===== config.mk =====
export PLATFORM = sky130hd
export DESIGN_NAME = oric_ram_bridge
export DESIGN_NICKNAME = d
export VERILOG_FILES = /design/src/rtl/oric_ram_bridge.sv
export SDC_FILE = /design/constraint.sdc
export NUM_CORES = 1
export LEC_CHECK = 0
export BUFFER_PORTS_ARGS = -buffer_cell sky130_fd_sc_hd__buf_2
export CORE_MARGIN = 2
export CORE_UTILIZATION = 57
export CTS_CLUSTER_SIZE = 10
export DETAILED_ROUTE_END_ITERATION = 8
export HOLD_SLACK_MARGIN = 0.05
export PLACE_DENSITY = 0.81
export RECOVER_POWER = 25
export SETUP_SLACK_MARGIN = 0.1
export SLEW_MARGIN = 20
export SYNTH_ARGS = -nofsm -noshare
export SYNTH_HDL_FRONTEND = slang
export SYNTH_SLANG_ARGS = --single-unit

===== constraint.sdc =====
create_clock -name clk -period 2.81 [get_ports clk]
set_input_delay 0.4215 -clock clk [delete_from_list [all_inputs] [get_ports clk]]
set_output_delay 0.4215 -clock clk [all_outputs]
set_load 0.01 [all_outputs]

===== src/rtl/oric_ram_bridge.sv =====
// Bridges the Oric core RAM strobes onto SDRAM port1 using a toggle handshake.
// Holds one pending request while waiting for an ack, and flags stuck requests with a sticky timeout.
module oric_ram_bridge #(
    parameter int unsigned TIMEOUT = 255,
    parameter int unsigned CW      = 8
) (
    input  logic        clk,
    input  logic        reset,
    input  logic [15:0] ram_ad,
    input  logic [7:0]  ram_d,
    input  logic        ram_cs,
    input  logic        ram_oe,
    input  logic        ram_we,
    output logic [7:0]  ram_q,
    output logic        port1_req,
    input  logic        port1_ack,
    output logic [15:0] port1_a,
    output logic [1:0]  port1_ds,
    output logic        port1_we,
    output logic [15:0] port1_d,
    input  logic [15:0] port1_q,
    output logic        busy,
    output logic        err
);

    localparam logic [CW-1:0] TimeoutCnt = CW'(TIMEOUT);

    typedef enum logic {StIdle, StWait} state_e;
    state_e state_q, state_d;

    logic          rd_old, wr_old;
    logic [15:0]   ad_old;
    logic          rd_rise, wr_rise, ad_chg, trig, cap_we;
    logic          pend_v, pend_we;
    logic [15:0]   pend_a;
    logic [7:0]    pend_d;
    logic [7:0]    data_r;
    logic [CW-1:0] cnt;
    logic          done, take, issue;
    logic          slot_v, slot_we;
    logic [15:0]   slot_a;
    logic [7:0]    slot_d;
    logic [1:0]    issue_ds;

    assign rd_rise = ram_cs & ram_oe & ~rd_old;
    assign wr_rise = ram_cs & ram_we & ~wr_old;
    assign ad_chg  = ram_cs & ram_oe & (ram_ad != ad_old);
    assign trig    = rd_rise | wr_rise | ad_chg;
    assign cap_we  = ram_we & ram_cs;
    assign done    = (state_q == StWait) && (port1_ack == port1_req);

    // Slot contents after folding in this cycle's trigger; a read never displaces a pending write.
    always_comb begin
        take    = trig & (cap_we | ~pend_v | ~pend_we);
        slot_v  = pend_v | trig;
        slot_a  = take ? ram_ad : pend_a;
        slot_d  = take ? ram_d  : pend_d;
        slot_we = take ? cap_we : pend_we;
    end

    always_ff @(posedge clk) begin
        if (reset) begin
            state_q <= StIdle;
        end else begin
            state_q <= state_d;
        end
    end

    always_comb begin
        state_d = state_q;
        issue   = 1'b0;
        unique case (state_q)
            StIdle: begin
                if (trig) begin
                    issue   = 1'b1;
                    state_d = StWait;
                end
            end
            StWait: begin
                if (done) begin
                    if (slot_v) begin
                        issue = 1'b1;
                    end else begin
                        state_d = StIdle;
                    end
                end
            end
            default: state_d = StIdle;
        endcase
    end

    always_comb begin
        busy     = (state_q == StWait) | pend_v;
        ram_q    = ram_cs ? data_r : 8'h00;
        issue_ds = slot_we ? (slot_a[0] ? 2'b10 : 2'b01) : 2'b11;
    end

    always_ff @(posedge clk) begin
        if (reset) begin
            // Following ack during reset absorbs any late toggle from an abandoned request.
            port1_req <= port1_ack;
            port1_a   <= 16'h0000;
            port1_ds  <= 2'b11;
            port1_we  <= 1'b0;
            port1_d   <= 16'h0000;
            pend_v    <= 1'b0;
            pend_we   <= 1'b0;
            pend_a    <= 16'h0000;
            pend_d    <= 8'h00;
            data_r    <= 8'h00;
            err       <= 1'b0;
            cnt       <= '0;
            rd_old    <= 1'b0;
            wr_old    <= 1'b0;
            ad_old    <= 16'h0000;
        end else begin
            rd_old <= ram_cs & ram_oe;
            wr_old <= ram_cs & ram_we;
            ad_old <= ram_ad;

            if (issue) begin
                port1_a   <= slot_a;
                port1_ds  <= issue_ds;
                port1_we  <= slot_we;
                port1_d   <= {slot_d, slot_d};
                port1_req <= ~port1_req;
                cnt       <= '0;
            end else if ((state_q == StWait) && (cnt != TimeoutCnt)) begin
                cnt <= cnt + 1'b1;
            end

            if ((state_q == StWait) && (cnt == TimeoutCnt)) begin
                err <= 1'b1;
            end

            if (done && !port1_we) begin
                data_r <= port1_a[0] ? port1_q[15:8] : port1_q[7:0];
            end

            if (issue) begin
                pend_v <= 1'b0;
            end else if ((state_q == StWait) && trig) begin
                pend_v <= 1'b1;
                if (take) begin
                    pend_a  <= ram_ad;
                    pend_d  <= ram_d;
                    pend_we <= cap_we;
                end
            end
        end
    end

endmodule


Word level (Yosys, flattened, before mapping) --
Index checks and enable logic that the tools add are counted.
Cells by class: add/sub/neg operators 1, eq/ne operators 4, muxes and demuxes 15, bitwise operators 19, reductions and logical operators 9
Operators with widths (number):
- $mux 8 | 3
- $mux 16 | 1
- $ne 16x16->1 | 1
- $add 8x1->8 const B | 1
- $eq 8x8->1 const B | 1
- $ne 8x8->1 const B | 1
- $mux 1 | 7
- $not 1->1 | 7
- $and 1x1->1 | 6
- $or 1x1->1 | 6
- $logic_and 1x1->1 | 5
- $mux 2 | 2
- $pmux 1 s2 | 2
- $reduce_and 2->1 | 1
- $reduce_bool 2->1 | 1
- $reduce_or 2->1 | 1
- $eq 1x1->1 | 1
- $logic_not 1->1 | 1
Word-level totals: flip-flop bits (word level) 98, input bits 46

Logic depth before layout (Yosys ltp) --
word-level depth 10, mapped depth 9, depth with buffers taken out 7

Worst setup path before layout --
No wires, ideal clock.
path type in2reg, start input port ram_ad[1], end register port1_req (enable), library setup time 0.242 ns, arrival time 1.630 ns, data required time 2.568 ns, setup slack 0.937 ns, stages 8, path buffers 2, cells stage by stage xnor2_1 o2111ai_2 nor3_4 a21o_2 a21o_1 buf_4 inv_2 buf_6
Between the ends: cells in the longest elaborated chain, start to end 8, elaborated cells on any way between the ends 9, those cells by class eq/ne (1); mux (4); bitwise (3); reduce/logical (1)
Ends and longest elaborated chain:
- start, declared | line 9 | input logic [15:0] ram_ad,
- $ne 16x16->1 (*) | line 47 | assign ad_chg = ram_cs & ram_oe & (ram_ad != ad_old);
- $and 1x1->1 (*) | line 47
- $or 1x1->1 (*) | line 48 | assign trig = rd_rise | wr_rise | ad_chg;
- $or 1x1->1 | line 55 | slot_v = pend_v | trig;
- $mux 1 | line 81 | if (slot_v) begin
- $mux 1 | line 80 | if (done) begin
- $pmux 1 s2 (*) | line 72 | unique case (state_q)
- $reduce_bool 2->1 (no line) (*)
- end signal, assigned | line 101 | port1_req <= port1_ack;
- end signal, assigned | line 126 | port1_req <= ~port1_req;
- end, declared | line 15 | output logic port1_req,
Every way passes the cells marked *; elsewhere a longest branch is shown, timed or not. A chain may end at the register's enable or synchronous reset.

Final worst setup path --
start register ad_old[4], end register port1_d[8]
Between the ends: cells in the longest elaborated chain, start to end 7, elaborated cells on any way between the ends 10, those cells by class eq/ne (1); mux (5); bitwise (4)
Ends and longest elaborated chain:
- start, declared | line 32 | logic [15:0] ad_old;
- start signal, assigned | line 119 | ad_old <= ram_ad;
- $ne 16x16->1 (*) | line 47
- $and 1x1->1 (*) | line 47
- $or 1x1->1 (*) | line 48
- $or 1x1->1 | line 55
- $mux 1 | line 81
- $mux 1 | line 80
- $pmux 1 s2 | line 72
- end signal, assigned | line 125 | port1_d <= {slot_d, slot_d};
- end, declared | line 20 | output logic [15:0] port1_d,
Marked as above.

==> impl_metrics.json <==
{
  "critical_path.startpoint_type": "flip-flop",
  "ant_nets": 0,
  "startpoint_of_the_worst_setup_timing_path": "ad_old[4]$_SDFF_PP0_",
  "grt_first_pass_wirelength_um": 13400,
  "critical_path_class": "reg2reg",
  "count_of_tritonroute_iterations_in_the_first_routing_pass": 4,
  "max_slew_margin_pct": 14.7,
  "clk_path_buf_depth": 2,
  "worst-path-buf-inv": 1,
  "critPathCaptureType": "flip-flop",
  "grt_setup_unrepaired": "no",
  "post_drt_wl_per_cell_um": 14.7,
  "seq_area_frac_synth_pct": 47.9,
  "power.total_mw": 2.67,
  "holdPathEnd": "pend_d[4]$_SDFFE_PP0P_",
  "route.final.wire_length_um": 7980,
  "io_pins": 92,
  "die_width_um": 85.5,
  "drt_iter0_drc": 151,
  "tritoncts_sink_count": 90,
  "tritoncts.num_buffers": 9,
  "ys_top_cells_by_area": "sky130_fd_sc_hd__dfxtp_1 47%, sky130_fd_sc_hd__mux2i_1 8.5%, sky130_fd_sc_hd__o2bb2ai_1 5.3%",
  "via_count_of_the_first_global_routing_pass": 2807,
  "finalNetCount": 508,
  "tritoncts": "yes",
  "final_setup_violating_endpoints": 0,
  "htreeDepth": 3,
  "critical_path.top_delay_family": "compound AO/OA/AOI/OAI gates",
  "drive_above_1_share_pct": 23.6,
  "finalWeightedCongestion": 0.777,
  "synth_area_per_cell_um2": 9.78,
  "core-area_um2": 6390,
  "worstHoldPathType": "in2reg",
  "synth-seq-cells": 90,
  "place.port_buffers": 91,
  "hold_path.startpoint": "ram_d[4]",
  "min_period_ns": 2.08,
  "worstReg2RegStart": "ad_old[4]$_SDFF_PP0_",
  "synth_top_flop_cell": "sky130_fd_sc_hd__dfxtp_1",
  "post_cts.repair.setup_buffers": 0,
  "grt_max_degree": 34,
  "timing.final.max_slew_violations": 0,
  "route.detailed.vias_per_inst": 5.60,
  "cts.clk_slew.worst_paths_ns": 0.08,
  "peakVddDrop_v": 0.000391,
  "r2r-end": "port1_d[8]$_SDFFE_PP0P_",
  "die_span_y_um": 85.5,
  "drv.max_cap_violation_count": 0,
  "achievable-frequency_ghz": 0.482,
  "synthesis.yosys.warnings": 0,
  "clock_skew_ns": 0.00847,
  "arrival_ns": 2.32,
  "finalNonFillerCells": 543,
  "number_of_standard_cells_after_synthesis": 387,
  "route.detailed.drc": 0,
  "async_reset_ff_share_pct": 0,
  "dp_hpwl_um": 5350,
  "maximum_fanout_along_the_worst_path": 17,
  "run_status": "complete, no violations",
  "min_delay_path_depth": 3,
  "fillers": 533,
  "initial_core_util_pct": 59.3,
  "critical-path-slowest-cell": "sky130_fd_sc_hd__dfxtp_1",
  "final_min_period_over_clock_period_pct": 73.9,
  "die_footprint_um2": 7310,
  "setup_total_negative_slack_ns": 0,
  "synth_top_cell_area_share_pct": 47.1,
  "power_density_nw_per_um2": 603,
  "std_cell_rows": 29,
  "r2r_cells": 7,
  "vias": 3040,
  "synth_area_leader_cell": "sky130_fd_sc_hd__dfxtp_1",
  "synth-edff-count": 1,
  "hold_viol_final": 0,
  "post_cts_hold_buffer_count": 0,
  "timing_worst_slew_pin_value_ns": 1.28,
  "crit_path_cell_chain": "xnor2_1 -> o2111ai_2 -> nor3_4 -> a21o_2 -> a211o_1 -> buf_4 -> o2bb2ai_1",
  "insertion_delay_ns": 0.36,
  "grt.overflow.total": 0,
  "ff2ff_setup_slack_ns": 0.73,
  "track_usage_pct": 22.7,
  "synthToLayoutAreaGrowth_pct": 16.7,
  "critical_path_s_largest_stage_delay_ns": 0.32,
  "dp_cells": 527,
  "critPathRequiredTime_ns": 3.05,
  "ctsResizeCount": 0,
  "clock_tree.root_cell": "sky130_fd_sc_hd__clkbuf_8",
  "mappedNetlistNets": 434,
  "initial_antenna_violation_count": 0,
  "timing.hold.ws_ns": 0.315,
  "area_of_the_mapped_netlist_um2": 3790,
  "power_leakage_nw": 1.74,
  "ys_types": 48,
  "n_antenna_cell": 0
}
==> routing by layer <==
metal | up-vias | track usage, % | share of wire [%]
met1 | 1422 | 31.3 | 45
li1 | 1515 | - | -
met3 | 8 | 4.52 | 6.1
met2 | 95 | 35.2 | 48
met4 | 0 | 8.80 | 0.95
met5 | - | 0 | 0
==> worst reg2reg max path, stage by stage, from the launching register on <==
cell and delay (ns):
sky130_fd_sc_hd__dfxtp_1 0.32, sky130_fd_sc_hd__xnor2_1 0.20, sky130_fd_sc_hd__o2111ai_2 0.16, sky130_fd_sc_hd__nor3_4 0.32, sky130_fd_sc_hd__a21o_2 0.26, sky130_fd_sc_hd__a211o_1 0.31
sky130_fd_sc_hd__buf_4 0.30, sky130_fd_sc_hd__o2bb2ai_1 0.10
==> cell families (layout without fill, tap and decap cells) <==
group                      count (synthesis)  after routing  share of synthesized area (%)
adders and majority gates                  1              1                          0.330
and+or+nand+nor                           94             94                           13.5
buffers and inverters                     40            119                           5.58
xor gates and xnor gates                  24             24                           5.55
muxes                                     33             33                           8.76
DFF                                       90             90                           47.9
AOI/OAI and AO/OA                        105            105                           18.5
==> worst max-delay path by stage <==
stage / to / slack, ns / cells past startpoint
after floorplan: port1_req$_DFFE_PP_ / 0.94 / 8
after global placement: port1_d[11]$_SDFFE_PP0P_ / 0.53 / 8
after detailed placement: port1_d[11]$_SDFFE_PP0P_ / 0.47 / 8
after CTS: port1_d[8]$_SDFFE_PP0P_ / 0.72 / 7
after global routing: port1_a[12]$_SDFFE_PP0P_ / 0.52 / 7
final: port1_d[8]$_SDFFE_PP0P_ / 0.73 / 7
==> cell usage in the layout, fill, tap and decap left out, types with 15 or more instances in the layout <==
cell	Yosys	routed
sky130_fd_sc_hd__o2bb2ai_1	23	23
sky130_fd_sc_hd__a21oi_1	29	29
sky130_fd_sc_hd__xnor2_1	15	15
sky130_fd_sc_hd__dfxtp_1	89	89
sky130_fd_sc_hd__mux2i_1	32	32
sky130_fd_sc_hd__buf_2	7	76
sky130_fd_sc_hd__nor2b_1	18	18
sky130_fd_sc_hd__clkbuf_1	12	16
sky130_fd_sc_hd__o21ai_0	26	26
sky130_fd_sc_hd__nand3_1	26	26
sky130_fd_sc_hd__nor2_1	21	21
==> cell usage after synthesis, types with 2 or more instances <==
cell type,n
sky130_fd_sc_hd__xnor2_1,15
sky130_fd_sc_hd__o2bb2ai_1,23
sky130_fd_sc_hd__mux2i_1,32
sky130_fd_sc_hd__and2_1,9
sky130_fd_sc_hd__nor2b_1,18
sky130_fd_sc_hd__a21oi_1,29
sky130_fd_sc_hd__buf_4,12
sky130_fd_sc_hd__xor2_1,9
sky130_fd_sc_hd__inv_1,3
sky130_fd_sc_hd__o21ai_0,26
sky130_fd_sc_hd__buf_1,4
sky130_fd_sc_hd__nand4_1,5
sky130_fd_sc_hd__dfxtp_1,89
sky130_fd_sc_hd__buf_2,7
sky130_fd_sc_hd__nor2_1,21
sky130_fd_sc_hd__nand3_1,26
sky130_fd_sc_hd__a22o_1,2
sky130_fd_sc_hd__a211oi_1,10
sky130_fd_sc_hd__clkbuf_1,12
sky130_fd_sc_hd__nand2_1,7
==> sequential cells by signal, summed over array words and instances (netlist names) <==
register,count
port1_we,1
port1_d,8
port1_a,16
port1_req,1
data_r,8
pend_v,1
pend_a,16
wr_old,1
port1_ds,2
state_q,1
pend_we,1
cnt,8
pend_d,8
rd_old,1
ad_old,16
err,1
==> report_power, final <==
part / total [mW] / switching [mW] / internal [mW] / leakage [nW]
logic: 0.323 / 0.189 / 0.134 / 0.891
clock network: 0.982 / 0.432 / 0.550 / 0.117
registers: 1.36 / 0.0314 / 1.33 / 0.735
total: 2.67 / 0.653 / 2.01 / 1.74
==> stage by stage <==
stage               util [%]  area [µm²]  setup slack (ns)
floorplan                  -        3790             0.937
global placement        65.9        4210             0.530
detailed placement      65.9        4210             0.469
CTS                     69.5        4440             0.720
global route            69.2        4420             0.516
finish                  69.2        4420             0.734
==> layout make-up <==
cell class / count / area (µm²) / share of cell area [%]
clock inverter: 4 / 73.8 / 1.67
multi-input combinational: 257 / 1770 / 40.1
clock buffer: 12 / 155 / 3.51
inverter: 4 / 15.0 / 0.340
sequential: 90 / 1810 / 41.0
tap: 77 / 96.3 / 2.18
timing repair buffer: 99 / 494 / 11.2
Power figures use the tool's default switching activity.
